[src/rtl/sram_read_arbiter_if.sv]
// sram_read_arbiter_if: bundle between the pass sequencing controller, the
// input-SRAM read port and the read arbiter.
// Optional build macro: ARB_STATS_EN adds the grant/stall statistics counters.
//
// Handshake: req[i] is a level "valid" for requester i and gnt[i] is the
// combinational "ready" for it. Exactly one read is accepted for requester i
// on every rising clock edge where req[i] && gnt[i]; a requester keeps req[i]
// high for further reads. The matching rvalid[i] pulses READ_LAT cycles after
// the grant, with rdata holding the word for that read.
interface sram_read_arbiter_if #(
  parameter int ADDR_W = 12,
  parameter int DATA_W = 16
);
  logic              flush;
  logic [2:0]        req;
  logic [2:0]        lock;
  logic [ADDR_W-1:0] addr0;
  logic [ADDR_W-1:0] addr1;
  logic [ADDR_W-1:0] addr2;
  logic [2:0]        gnt;
  logic [ADDR_W-1:0] sram_read_addr;
  logic [DATA_W-1:0] sram_read_data;
  logic [2:0]        rvalid;
  logic [DATA_W-1:0] rdata;
  logic              busy;
  // debug visibility of the arbitration FSM
  logic [1:0]        dbg_state;
  logic [1:0]        dbg_rr_ptr;
`ifdef ARB_STATS_EN
  logic [15:0]       stat_gnt0;
  logic [15:0]       stat_gnt1;
  logic [15:0]       stat_gnt2;
  logic [15:0]       stat_stall;
`endif

  // arbiter side
  modport slave (
    input  flush, req, lock, addr0, addr1, addr2, sram_read_data,
    output gnt, sram_read_addr, rvalid, rdata, busy, dbg_state, dbg_rr_ptr
`ifdef ARB_STATS_EN
    , output stat_gnt0, stat_gnt1, stat_gnt2, stat_stall
`endif
  );

  // controller / SRAM side
  modport master (
    output flush, req, lock, addr0, addr1, addr2, sram_read_data,
    input  gnt, sram_read_addr, rvalid, rdata, busy, dbg_state, dbg_rr_ptr
`ifdef ARB_STATS_EN
    , input stat_gnt0, stat_gnt1, stat_gnt2, stat_stall
`endif
  );
endinterface

[src/rtl/sram_read_arbiter.sv]
// sram_read_arbiter: shares the single input-SRAM read port between the
// input fetch (0), weight fetch (1) and scratchpad fetch (2) requesters.
// Round-robin grant with an optional burst lock, read data returned to the
// owner READ_LAT cycles after its grant.
// Optional build macro: ARB_STATS_EN (per-requester grant counters and a
// stall counter, all saturating, cleared only by reset).
module sram_read_arbiter #(
  parameter int ADDR_W   = 12,
  parameter int DATA_W   = 16,
  parameter int READ_LAT = 1,
  parameter int LOCK_MAX = 16
) (
  input logic              clock,
  input logic              reset,
  sram_read_arbiter_if.slave bus
);

  typedef enum logic [1:0] {
    ST_IDLE   = 2'd0,
    ST_GRANT  = 2'd1,
    ST_LOCKED = 2'd2
  } state_t;

  localparam int CNT_W = $clog2(LOCK_MAX + 1);
  localparam logic [CNT_W-1:0] CNT_MAX = CNT_W'(LOCK_MAX);
  localparam logic [CNT_W-1:0] CNT_ONE = CNT_W'(1);
  // a lock of length one is no lock at all
  localparam bit LOCK_EN = (LOCK_MAX > 1);

  function automatic logic [2:0] idx_to_oh(input logic [1:0] idx);
    case (idx)
      2'd0:    return 3'b001;
      2'd1:    return 3'b010;
      default: return 3'b100;
    endcase
  endfunction

  state_t           state_q, state_d;
  logic [1:0]       rr_ptr_q, rr_ptr_d;
  logic [1:0]       owner_q, owner_d;
  logic [CNT_W-1:0] lock_cnt_q, lock_cnt_d;

  logic [1:0]       rr_base;
  logic [1:0]       rr_win;
  logic             rr_any;
  logic [2:0]       gnt_c;
  logic [1:0]       gnt_idx;
  logic [2:0]       gnt_o;
  logic             in_lock;
  logic             owner_hold;
  logic             others_pending;
  logic             cnt_at_max;

  logic [READ_LAT-1:0] pv_q, pv_d;
  logic [1:0]          po_q [READ_LAT];
  logic                busy_q;

  // While locked the owner sits at lowest priority, so any exit re-arbitrates
  // as if the owner had just been granted.
  assign in_lock        = (state_q == ST_LOCKED);
  assign rr_base        = in_lock ? owner_q : rr_ptr_q;
  assign others_pending = |(bus.req & ~idx_to_oh(owner_q));
  assign cnt_at_max     = (lock_cnt_q == CNT_MAX);
  assign owner_hold     = in_lock && bus.req[owner_q] && !(cnt_at_max && others_pending);

  // Round-robin pick: first requester after rr_base, wrapping mod 3.
  always_comb begin
    rr_win = 2'd0;
    rr_any = |bus.req;
    case (rr_base)
      2'd0: begin
        if (bus.req[1])      rr_win = 2'd1;
        else if (bus.req[2]) rr_win = 2'd2;
        else                 rr_win = 2'd0;
      end
      2'd1: begin
        if (bus.req[2])      rr_win = 2'd2;
        else if (bus.req[0]) rr_win = 2'd0;
        else                 rr_win = 2'd1;
      end
      default: begin
        if (bus.req[0])      rr_win = 2'd0;
        else if (bus.req[1]) rr_win = 2'd1;
        else                 rr_win = 2'd2;
      end
    endcase
  end

  // Next-state, lock bookkeeping and combinational grant.
  always_comb begin
    state_d    = state_q;
    rr_ptr_d   = rr_ptr_q;
    owner_d    = owner_q;
    lock_cnt_d = lock_cnt_q;
    gnt_c      = 3'b000;
    gnt_idx    = 2'd0;
    if (bus.flush) begin
      // abort: no grant, release lock, keep the pointer
      state_d    = ST_IDLE;
      lock_cnt_d = '0;
    end else if (owner_hold) begin
      gnt_c   = idx_to_oh(owner_q);
      gnt_idx = owner_q;
      if (!cnt_at_max) lock_cnt_d = lock_cnt_q + CNT_ONE;
      if (!bus.lock[owner_q]) begin
        state_d    = ST_GRANT;
        rr_ptr_d   = owner_q;
        lock_cnt_d = '0;
      end
    end else begin
      if (in_lock) rr_ptr_d = owner_q;
      lock_cnt_d = '0;
      if (rr_any) begin
        gnt_c    = idx_to_oh(rr_win);
        gnt_idx  = rr_win;
        rr_ptr_d = rr_win;
        if (LOCK_EN && bus.lock[rr_win]) begin
          state_d    = ST_LOCKED;
          owner_d    = rr_win;
          lock_cnt_d = CNT_ONE;
        end else begin
          state_d = ST_GRANT;
        end
      end else begin
        state_d = ST_IDLE;
      end
    end
  end

  // Arbitration state register.
  always_ff @(posedge clock) begin
    if (reset) begin
      state_q    <= ST_IDLE;
      rr_ptr_q   <= 2'd2;
      owner_q    <= 2'd0;
      lock_cnt_q <= '0;
    end else begin
      state_q    <= state_d;
      rr_ptr_q   <= rr_ptr_d;
      owner_q    <= owner_d;
      lock_cnt_q <= lock_cnt_d;
    end
  end

  // No grant is issued while reset is held, so nothing enters the pipeline.
  assign gnt_o = reset ? 3'b000 : gnt_c;

  // Return pipeline valids: new grant enters stage 0, flush empties it.
  always_comb begin
    pv_d    = '0;
    pv_d[0] = |gnt_o;
    for (int i = 1; i < READ_LAT; i++) pv_d[i] = pv_q[i-1];
    if (bus.flush) pv_d = '0;
  end

  // Return pipeline registers and registered busy.
  always_ff @(posedge clock) begin
    if (reset) begin
      pv_q   <= '0;
      busy_q <= 1'b0;
      for (int i = 0; i < READ_LAT; i++) po_q[i] <= 2'd0;
    end else begin
      pv_q   <= pv_d;
      busy_q <= (|bus.req) || (|pv_d);
      po_q[0] <= gnt_idx;
      for (int i = 1; i < READ_LAT; i++) po_q[i] <= po_q[i-1];
    end
  end

  // Address mux for the granted requester, zero when idle.
  always_comb begin
    bus.sram_read_addr = '0;
    if (gnt_o[0])      bus.sram_read_addr = bus.addr0;
    else if (gnt_o[1]) bus.sram_read_addr = bus.addr1;
    else if (gnt_o[2]) bus.sram_read_addr = bus.addr2;
  end

  assign bus.gnt        = gnt_o;
  assign bus.rvalid     = pv_q[READ_LAT-1] ? idx_to_oh(po_q[READ_LAT-1]) : 3'b000;
  assign bus.rdata      = bus.sram_read_data;
  assign bus.busy       = busy_q;
  assign bus.dbg_state  = state_q;
  assign bus.dbg_rr_ptr = rr_ptr_q;

`ifdef ARB_STATS_EN
  logic [15:0] stat_g0_q, stat_g1_q, stat_g2_q, stat_stall_q;
  logic        stall_c;

  assign stall_c = |(bus.req & ~gnt_o);

  // Saturating grant and stall counters; flush does not clear them.
  always_ff @(posedge clock) begin
    if (reset) begin
      stat_g0_q    <= '0;
      stat_g1_q    <= '0;
      stat_g2_q    <= '0;
      stat_stall_q <= '0;
    end else begin
      if (gnt_o[0] && stat_g0_q != 16'hFFFF) stat_g0_q <= stat_g0_q + 16'd1;
      if (gnt_o[1] && stat_g1_q != 16'hFFFF) stat_g1_q <= stat_g1_q + 16'd1;
      if (gnt_o[2] && stat_g2_q != 16'hFFFF) stat_g2_q <= stat_g2_q + 16'd1;
      if (stall_c && stat_stall_q != 16'hFFFF) stat_stall_q <= stat_stall_q + 16'd1;
    end
  end

  assign bus.stat_gnt0  = stat_g0_q;
  assign bus.stat_gnt1  = stat_g1_q;
  assign bus.stat_gnt2  = stat_g2_q;
  assign bus.stat_stall = stat_stall_q;
`endif

endmodule

[src/flat_wrapper.sv]
// flat-port wrapper written by rule: the top's interface ports become plain ports
module sram_read_arbiter_flat 
#(
  parameter int ADDR_W   = 12,
  parameter int DATA_W   = 16,
  parameter int READ_LAT = 1,
  parameter int LOCK_MAX = 16
)
  (clock, reset, bus_flush, bus_req, bus_lock, bus_addr0, bus_addr1, bus_addr2, bus_sram_read_data, bus_gnt, bus_sram_read_addr, bus_rvalid, bus_rdata, bus_busy, bus_dbg_state, bus_dbg_rr_ptr);
  sram_read_arbiter_if #(.ADDR_W(ADDR_W), .DATA_W(DATA_W)) bus_i ();
  input logic clock;
  input logic reset;
  input wire logic [$bits(bus_i.flush)-1:0] bus_flush;
  input wire logic [$bits(bus_i.req)-1:0] bus_req;
  input wire logic [$bits(bus_i.lock)-1:0] bus_lock;
  input wire logic [$bits(bus_i.addr0)-1:0] bus_addr0;
  input wire logic [$bits(bus_i.addr1)-1:0] bus_addr1;
  input wire logic [$bits(bus_i.addr2)-1:0] bus_addr2;
  input wire logic [$bits(bus_i.sram_read_data)-1:0] bus_sram_read_data;
  output wire logic [$bits(bus_i.gnt)-1:0] bus_gnt;
  output wire logic [$bits(bus_i.sram_read_addr)-1:0] bus_sram_read_addr;
  output wire logic [$bits(bus_i.rvalid)-1:0] bus_rvalid;
  output wire logic [$bits(bus_i.rdata)-1:0] bus_rdata;
  output wire logic [$bits(bus_i.busy)-1:0] bus_busy;
  output wire logic [$bits(bus_i.dbg_state)-1:0] bus_dbg_state;
  output wire logic [$bits(bus_i.dbg_rr_ptr)-1:0] bus_dbg_rr_ptr;
  assign bus_i.flush = bus_flush;
  assign bus_i.req = bus_req;
  assign bus_i.lock = bus_lock;
  assign bus_i.addr0 = bus_addr0;
  assign bus_i.addr1 = bus_addr1;
  assign bus_i.addr2 = bus_addr2;
  assign bus_i.sram_read_data = bus_sram_read_data;
  assign bus_gnt = bus_i.gnt;
  assign bus_sram_read_addr = bus_i.sram_read_addr;
  assign bus_rvalid = bus_i.rvalid;
  assign bus_rdata = bus_i.rdata;
  assign bus_busy = bus_i.busy;
  assign bus_dbg_state = bus_i.dbg_state;
  assign bus_dbg_rr_ptr = bus_i.dbg_rr_ptr;
  sram_read_arbiter #(.ADDR_W(ADDR_W), .DATA_W(DATA_W), .READ_LAT(READ_LAT), .LOCK_MAX(LOCK_MAX)) u_core (.clock(clock), .reset(reset), .bus(bus_i));
endmodule
[config.mk]
export PLATFORM = sky130hd
export DESIGN_NAME = sram_read_arbiter_flat
export DESIGN_NICKNAME = d
export VERILOG_FILES = /design/src/rtl/sram_read_arbiter_if.sv /design/src/rtl/sram_read_arbiter.sv /design/src/flat_wrapper.sv
export SDC_FILE = /design/constraint.sdc
export NUM_CORES = 1
export LEC_CHECK = 0
export CORE_MARGIN = 3
export CORE_UTILIZATION = 34
export DETAILED_ROUTE_END_ITERATION = 16
export PLACE_DENSITY_LB_ADDON = 0.08
export SETUP_SLACK_MARGIN = 0.3
export SLEW_MARGIN = 40
export SYNTH_ARGS = -nofsm -noshare
export SYNTH_HDL_FRONTEND = slang
export SYNTH_SLANG_ARGS = --single-unit
[constraint.sdc]
create_clock -name clock -period 2.9 [get_ports clock]
set_input_delay 0.58 -clock clock [delete_from_list [all_inputs] [get_ports clock]]
set_output_delay 0.58 -clock clock [all_outputs]
set_load 0.02 [all_outputs]
* After elaboration in Yosys (flattened, before gate mapping) *
Memories as Yosys holds them, arrays and structs flattened.
Cells that the tools add are included.

storage, ports and cells
  memories = 1
  word-level logic and storage cells = 84
  memory bits (writable) = 2
  bits of input ports = 61
  output and inout port bits = 39
  register bits = 13

cells by class
  $lt $le $gt $ge = 2
  add/subtract/negate cells = 1
  bitwise operators = 4
  multiplexer cells = 46
  eq/ne operators = 8
  reduce and logical (&&, ||, !) cells = 16

memories
  name         depth  width  read ports  clocked after Yosys merged registers in  wr ports  RTL line                 text
  u_core.po_q  1      2      1           0                                        1         sram_read_arbiter.sv:55  logic [1:0] po_q [READ_LAT];

operators with widths
  operator                                                     count
  2-to-1 mux 12 bit                                            3
  2-to-1 mux 2 bit                                             17
  2-to-1 mux 5 bit                                             4
  case mux 3 bit (2 select lines)                              3
  2-to-1 mux 3 bit                                             5
  2-to-1 mux 1 bit                                             10
  OR reduction 3 bit                                           3
  == test 2 x 1 -> 1 bit (second input constant)               4
  logical NOT 2 bit                                            4
  binary-select mux 1 bit (select 2 bit)                       3
  less-than comparator 2 x 3 -> 1 bit (second input constant)  2
  adder 5 x 1 -> 5 bit (second input constant)                 1
  == test 5 bit (second input constant)                        1
  case mux 2 bit (2 select lines)                              1
  AND reduction 4 bit                                          1
  OR reduction 2 bit                                           2
  AND 3 bit                                                    1
  logical AND 1 bit                                            3
  inequality test 3 bit (second input constant)                1
  inverter 3 bit                                               1
  == test 2 bit (second input constant)                        1
  inequality test 2 bit (second input constant)                1
  inverter 1 bit                                               2
  AND reduction 2 bit                                          1
  2 further kinds                                              2

* Longest topological paths before layout *
  depth in word-level cells = 14
  mapped depth = 9
  depth with buffers taken out = 8

* Worst setup path before layout *
Ideal clock, no wire load.

  path type = register to output
  from = reg u_core.state_q[0], in the netlist u_core.bus.dbg_state[0]
  to = out bus_sram_read_addr[10]
  required time = 2.320 ns
  cell stages (with the launch flop) = 8
  path slack = 0.097 ns
  arrival time = 2.223 ns
  buffers on the path = 1
  path through = dfxtp_1 -> nand2b_4 -> mux2_4 -> a221oi_2 -> nand3_1 -> o22ai_2 -> buf_2 -> a221o_1

between the ends
  elaborated cells between the ends (all ways) = 17
  classes of those cells = eq/ne (3); mux (10); reduce/logical (4)

RTL lines
  element                                                             RTL line                  text
  start, declared                                                     sram_read_arbiter.sv:38   state_t state_q, state_d;
  start signal, assigned                                              sram_read_arbiter.sv:138  state_q <= state_d;
  == test 2 bit *                                                     sram_read_arbiter.sv:60   assign in_lock = (state_q == ST_LOCKED);
  2-to-1 mux 2 bit                                                    sram_read_arbiter.sv:61   assign rr_base = in_lock ? owner_q : rr_ptr_q;
  == test 2 x 1 -> 1 bit / logical NOT 2 bit (equally long branches)  sram_read_arbiter.sv:70   case (rr_base)
  case mux 2 bit (2 select lines)                                     sram_read_arbiter.sv:70
  == test 2 x 1 -> 1 bit / logical NOT 2 bit (equally long branches)  sram_read_arbiter.sv:31   case (idx)
  case mux 3 bit (2 select lines)                                     sram_read_arbiter.sv:31
  2-to-1 mux 3 bit                                                    sram_read_arbiter.sv:113  if (rr_any) begin
  2-to-1 mux 3 bit *                                                  sram_read_arbiter.sv:101  end else if (owner_hold) begin
  2-to-1 mux 3 bit *                                                  sram_read_arbiter.sv:97   if (bus.flush) begin
  2-to-1 mux 3 bit *                                                  sram_read_arbiter.sv:146  assign gnt_o = reset ? 3'b000 : gnt_c;
  net bus_gnt[0]                                                      flat_wrapper.sv:20        output wire logic [$bits(bus_i.gnt)-1:0] bus_gnt;
  2-to-1 mux 12 bit *                                                 sram_read_arbiter.sv:173  if (gnt_o[0]) bus.sram_read_addr = bus.addr0;
  end, declared                                                       flat_wrapper.sv:21        output wire logic [$bits(bus_i.sram_read_addr)-1:0] bus_sram_read_addr;

The timed path passes the listed nets; every way through them passes the cells marked *.

* Worst setup path in the final report *
  from = reg u_core.owner_q[0]
  to = out bus_sram_read_addr[4]

between the ends
  cells in the longest elaborated chain, start to end = 14
  elaborated cells between the ends (all ways) = 26
  classes of those cells = eq/ne (3); mux (13); bitwise (2); reduce/logical (8)

RTL lines
  element                                                                  RTL line                  text
  start, declared                                                          sram_read_arbiter.sv:40   logic [1:0] owner_q, owner_d;
  start signal, assigned                                                   sram_read_arbiter.sv:140  owner_q <= owner_d;
  branches (longest 8 deep; another with case mux 3 bit (2 select lines))  n/a
  2-to-1 mux 3 bit *                                                       sram_read_arbiter.sv:101
  2-to-1 mux 3 bit *                                                       sram_read_arbiter.sv:97
  2-to-1 mux 3 bit *                                                       sram_read_arbiter.sv:146
  2-to-1 mux 12 bit                                                        sram_read_arbiter.sv:175  else if (gnt_o[2]) bus.sram_read_addr = bus.addr2;
  2-to-1 mux 12 bit                                                        sram_read_arbiter.sv:174  else if (gnt_o[1]) bus.sram_read_addr = bus.addr1;
  2-to-1 mux 12 bit *                                                      sram_read_arbiter.sv:173

Mark *: on every way between the ends. The select of a mux whose other input is x is not followed.

==> results.cfg <==
[worst_setup_path]
startpoint_type = register
slowest_delay_ps = 390
cpMostUsedCell = buf_6
slowest_stage = dfxtp_4
crit_fanout = 6
end_kind = primary output
reg2reg_depth = 7
worstPathCellList = mux2_4 > o31a_1 > a22o_1 > nand2_2 > buf_6 > o22ai_4 > clkbuf_16 > a221o_1 > buf_6
worst-endpoint-arrival_ps = 2420
required_ps = 2320
worstSetupPathType = reg -> out

[synth]
yosys_warnings = 0
syn_area_sq_um = 1300
ys_seq_area_share_pct = 23.1
syn_area_per_cell_sq_um = 8.51
syn_inst = 153
yosys.area.top_type = dfxtp_1
synth_cell_type_count = 48
synth.most_common_cell = buf_4
synthArstFlopShare_pct = 0
synth_edf_count = 0
ys_top_cells_by_count = 18 x buf_4, 15 x dfxtp_1, 12 x a221o_1, 12 x and2_1, 10 x nor2_1
yosys-top-cells-area = dfxtp_1 23%, buf_4 10%, a221o_1 9.2%, and2_1 5.8%, nor2_1 2.9%
synth_top_area_share_pct = 23.1
synth_ff_type = dfxtp_1
ys_ff_latch = 15
syn_nets = 216

[power_and_ir_drop]
irDropWorstVdd_mv = 0.288
power.density_nw_per_um2 = 315
p_leak_nw = 1.01

[placed_design]
dp_hpwl_um = 3580
place_congestion = 0.872
portBuffers = 67

[sta]
min_period_over_period_pct = 104
finalCriticalPeriod_ps = 3000
slew_headroom_pct = 77.7
setup_viol = 12
rsz0062_at_grt = yes
tightestPinTransition_ps = 326
finalHoldViolCount = 0
setup_ws_ps = -103
fmax_ghz = 0.333
worst_clock_skew_ps = 4.05
hold_slack_ps = 534
maxSlewViolCount = 0

[detailed_routing]
wl_per_cell_um = 15.6
vias_per_cell = 5.19
drt-initial-drc-count = 28
vias = 1516
drt.antenna.violating_nets = 0
dr.pass1.iters = 4
wirelength_um = 4540
route.detailed.drc = 0

[clocking]
cts_hold_buf = 0
clk_path_buf_depth = 2
clk_pin_slew_worst_paths_ps = 70
cts_sinks = 15
cts_tree = built
clkLatencyLatePin_ps = 250
numCtsBuffers = 3
clockRootBuffer = clkbuf_8
cts_max_level = 1

[run_status]
violations = negative setup slack
outcome = finished with violations

[global_route]
overflow = 0
grt_pass1_wl_um = 6710
grt_use_total_pct = 19.0
grt_pass1_vias = 1493
grt_max_degree = 14
antenna_found_initial = 0

[die]
rows = 21
dieArea_sq_um = 4610
initial_utilization_pct = 37.0
core_region_area_sq_um = 3520
ioPinCount = 100
die_w_um = 67.9
die_h_um = 67.9

[job]
drv_cap = 0

[cells_and_area]
syn_to_final_growth_pct = 83.6
diodes = 0
final_util_pct = 67.9
multi_input_area_sq_um = 857
regArea_sq_um = 309
nFillCells = 299
fin_nets = 310
drive_gt1_share_pct = 37.0

[min_path]
holdPathStages = 2
hold_path_class = reg -> reg
==> layout by cell type, fill, tap and decap left out, types with 2 or more instances in the layout <==
master	synthesis	routed
buf_12	0	2
and2_0	2	2
a221o_1	12	12
mux2i_1	3	3
a211oi_1	2	2
a21oi_1	6	5
xnor2_1	2	2
or3_4	1	2
inv_1	8	7
buf_4	18	38
mux2_4	1	2
dfxtp_2	0	4
buf_8	0	2
nor2_1	10	10
nand2_1	8	8
clkbuf_8	0	3
xor2_1	2	2
and2_1	12	12
o21ai_0	5	4
clkbuf_16	0	2
a21o_1	2	2
dfxtp_1	15	10
clkdlybuf4s50_1	0	49
nor3_1	3	3
o22ai_1	2	2
buf_6	2	16
nand3_1	4	3
o22ai_4	0	2
and3b_1	2	2
mux2_2	2	2
==> per-layer routing <==
layer	vias to the layer above	wire length (um)	track usage (%)
met4	0	148	5.96
li1	733	-	-
met3	23	428	6.57
met2	67	2270	34.9
met5	-	0	0
met1	693	1690	20.3
==> worst paths after layout <==
check,slack [ps],startpoint,to
min,530,u_core.lock_cnt_q[4]$_SDFFE_PP0P_,u_core.lock_cnt_q[4]$_SDFFE_PP0P_
min reg2reg,530,u_core.lock_cnt_q[4]$_SDFFE_PP0P_,u_core.lock_cnt_q[4]$_SDFFE_PP0P_
max reg2reg,570,u_core.bus.dbg_state[0]$_SDFFE_PP0N_,u_core.bus.dbg_state[0]$_SDFFE_PP0N_
max,-100,u_core.owner_q[0]$_SDFFE_PP0P_,bus_sram_read_addr[4]
==> critical path: cells and delay by family, from the launching register on <==
kind	cells	cell delay, ps
flip-flops	1	390
buffers and inverters	3	410
AO/OA/AOI/OAI	4	970
AND/OR/NAND/NOR	1	90
multiplexers	1	300
==> area by class of cell <==
| class | count | area share [%] |
|---|---|---|
| timing repair buffer | 111 | 45.6 |
| sequential | 15 | 12.9 |
| clock buffer | 3 | 1.73 |
| inverter | 8 | 1.26 |
| tap | 46 | 2.41 |
| clock inverter | 1 | 0.209 |
| multi-input combinational | 108 | 35.8 |
==> cells by family after synthesis <==
kind of cell | Yosys count | share of synthesized area, %
AO/OA/AOI/OAI | 42 | 26.9
XOR/XNOR | 4 | 2.69
flip-flops | 15 | 23.1
adder cells (fa/ha/maj) | 2 | 1.92
multiplexers | 7 | 6.05
AND/OR/NAND/NOR | 53 | 24.2
buffers and inverters | 30 | 15.2
==> flip-flops by register name, indices dropped and copies added, names as in the netlist <==
signal,count
u_core.bus.busy,1
u_core.bus.dbg_rr_ptr,2
u_core.bus.dbg_state,2
u_core.lock_cnt_q,5
u_core.owner_q,2
u_core.po_q,2
u_core.pv_q,1
==> metrics by stage <==
step	cells	setup WS (ps)	TNS (ps)	cell area (sq um)	total power (W)
6_report	292	-103	-668	2390	0.000754
3_5_place_dp	278	-756	-10110	2170	0.000552
5_1_grt	292	-171	-1540	2390	0.000792
2_1_floorplan	153	209	0	1340	0.000413
3_3_place_gp	278	-713	-9670	2170	0.000548
4_1_cts	290	-62.4	-650	2370	0.000756
==> what timing repair did <==
action	in CTS	in global routing
setup buffers	6	2
pin swaps	10	10
gates resized for setup	115	7
gates cloned	2	0
endpoints found under the setup margin	16	15
==> power by group <==
group	total, W	internal, W	switching, W
registers	0.000227	0.000218	0.00000912
logic	0.000356	0.000210	0.000146
clock network	0.000171	0.0000951	0.0000761
Power figures use the tool's default switching activity.
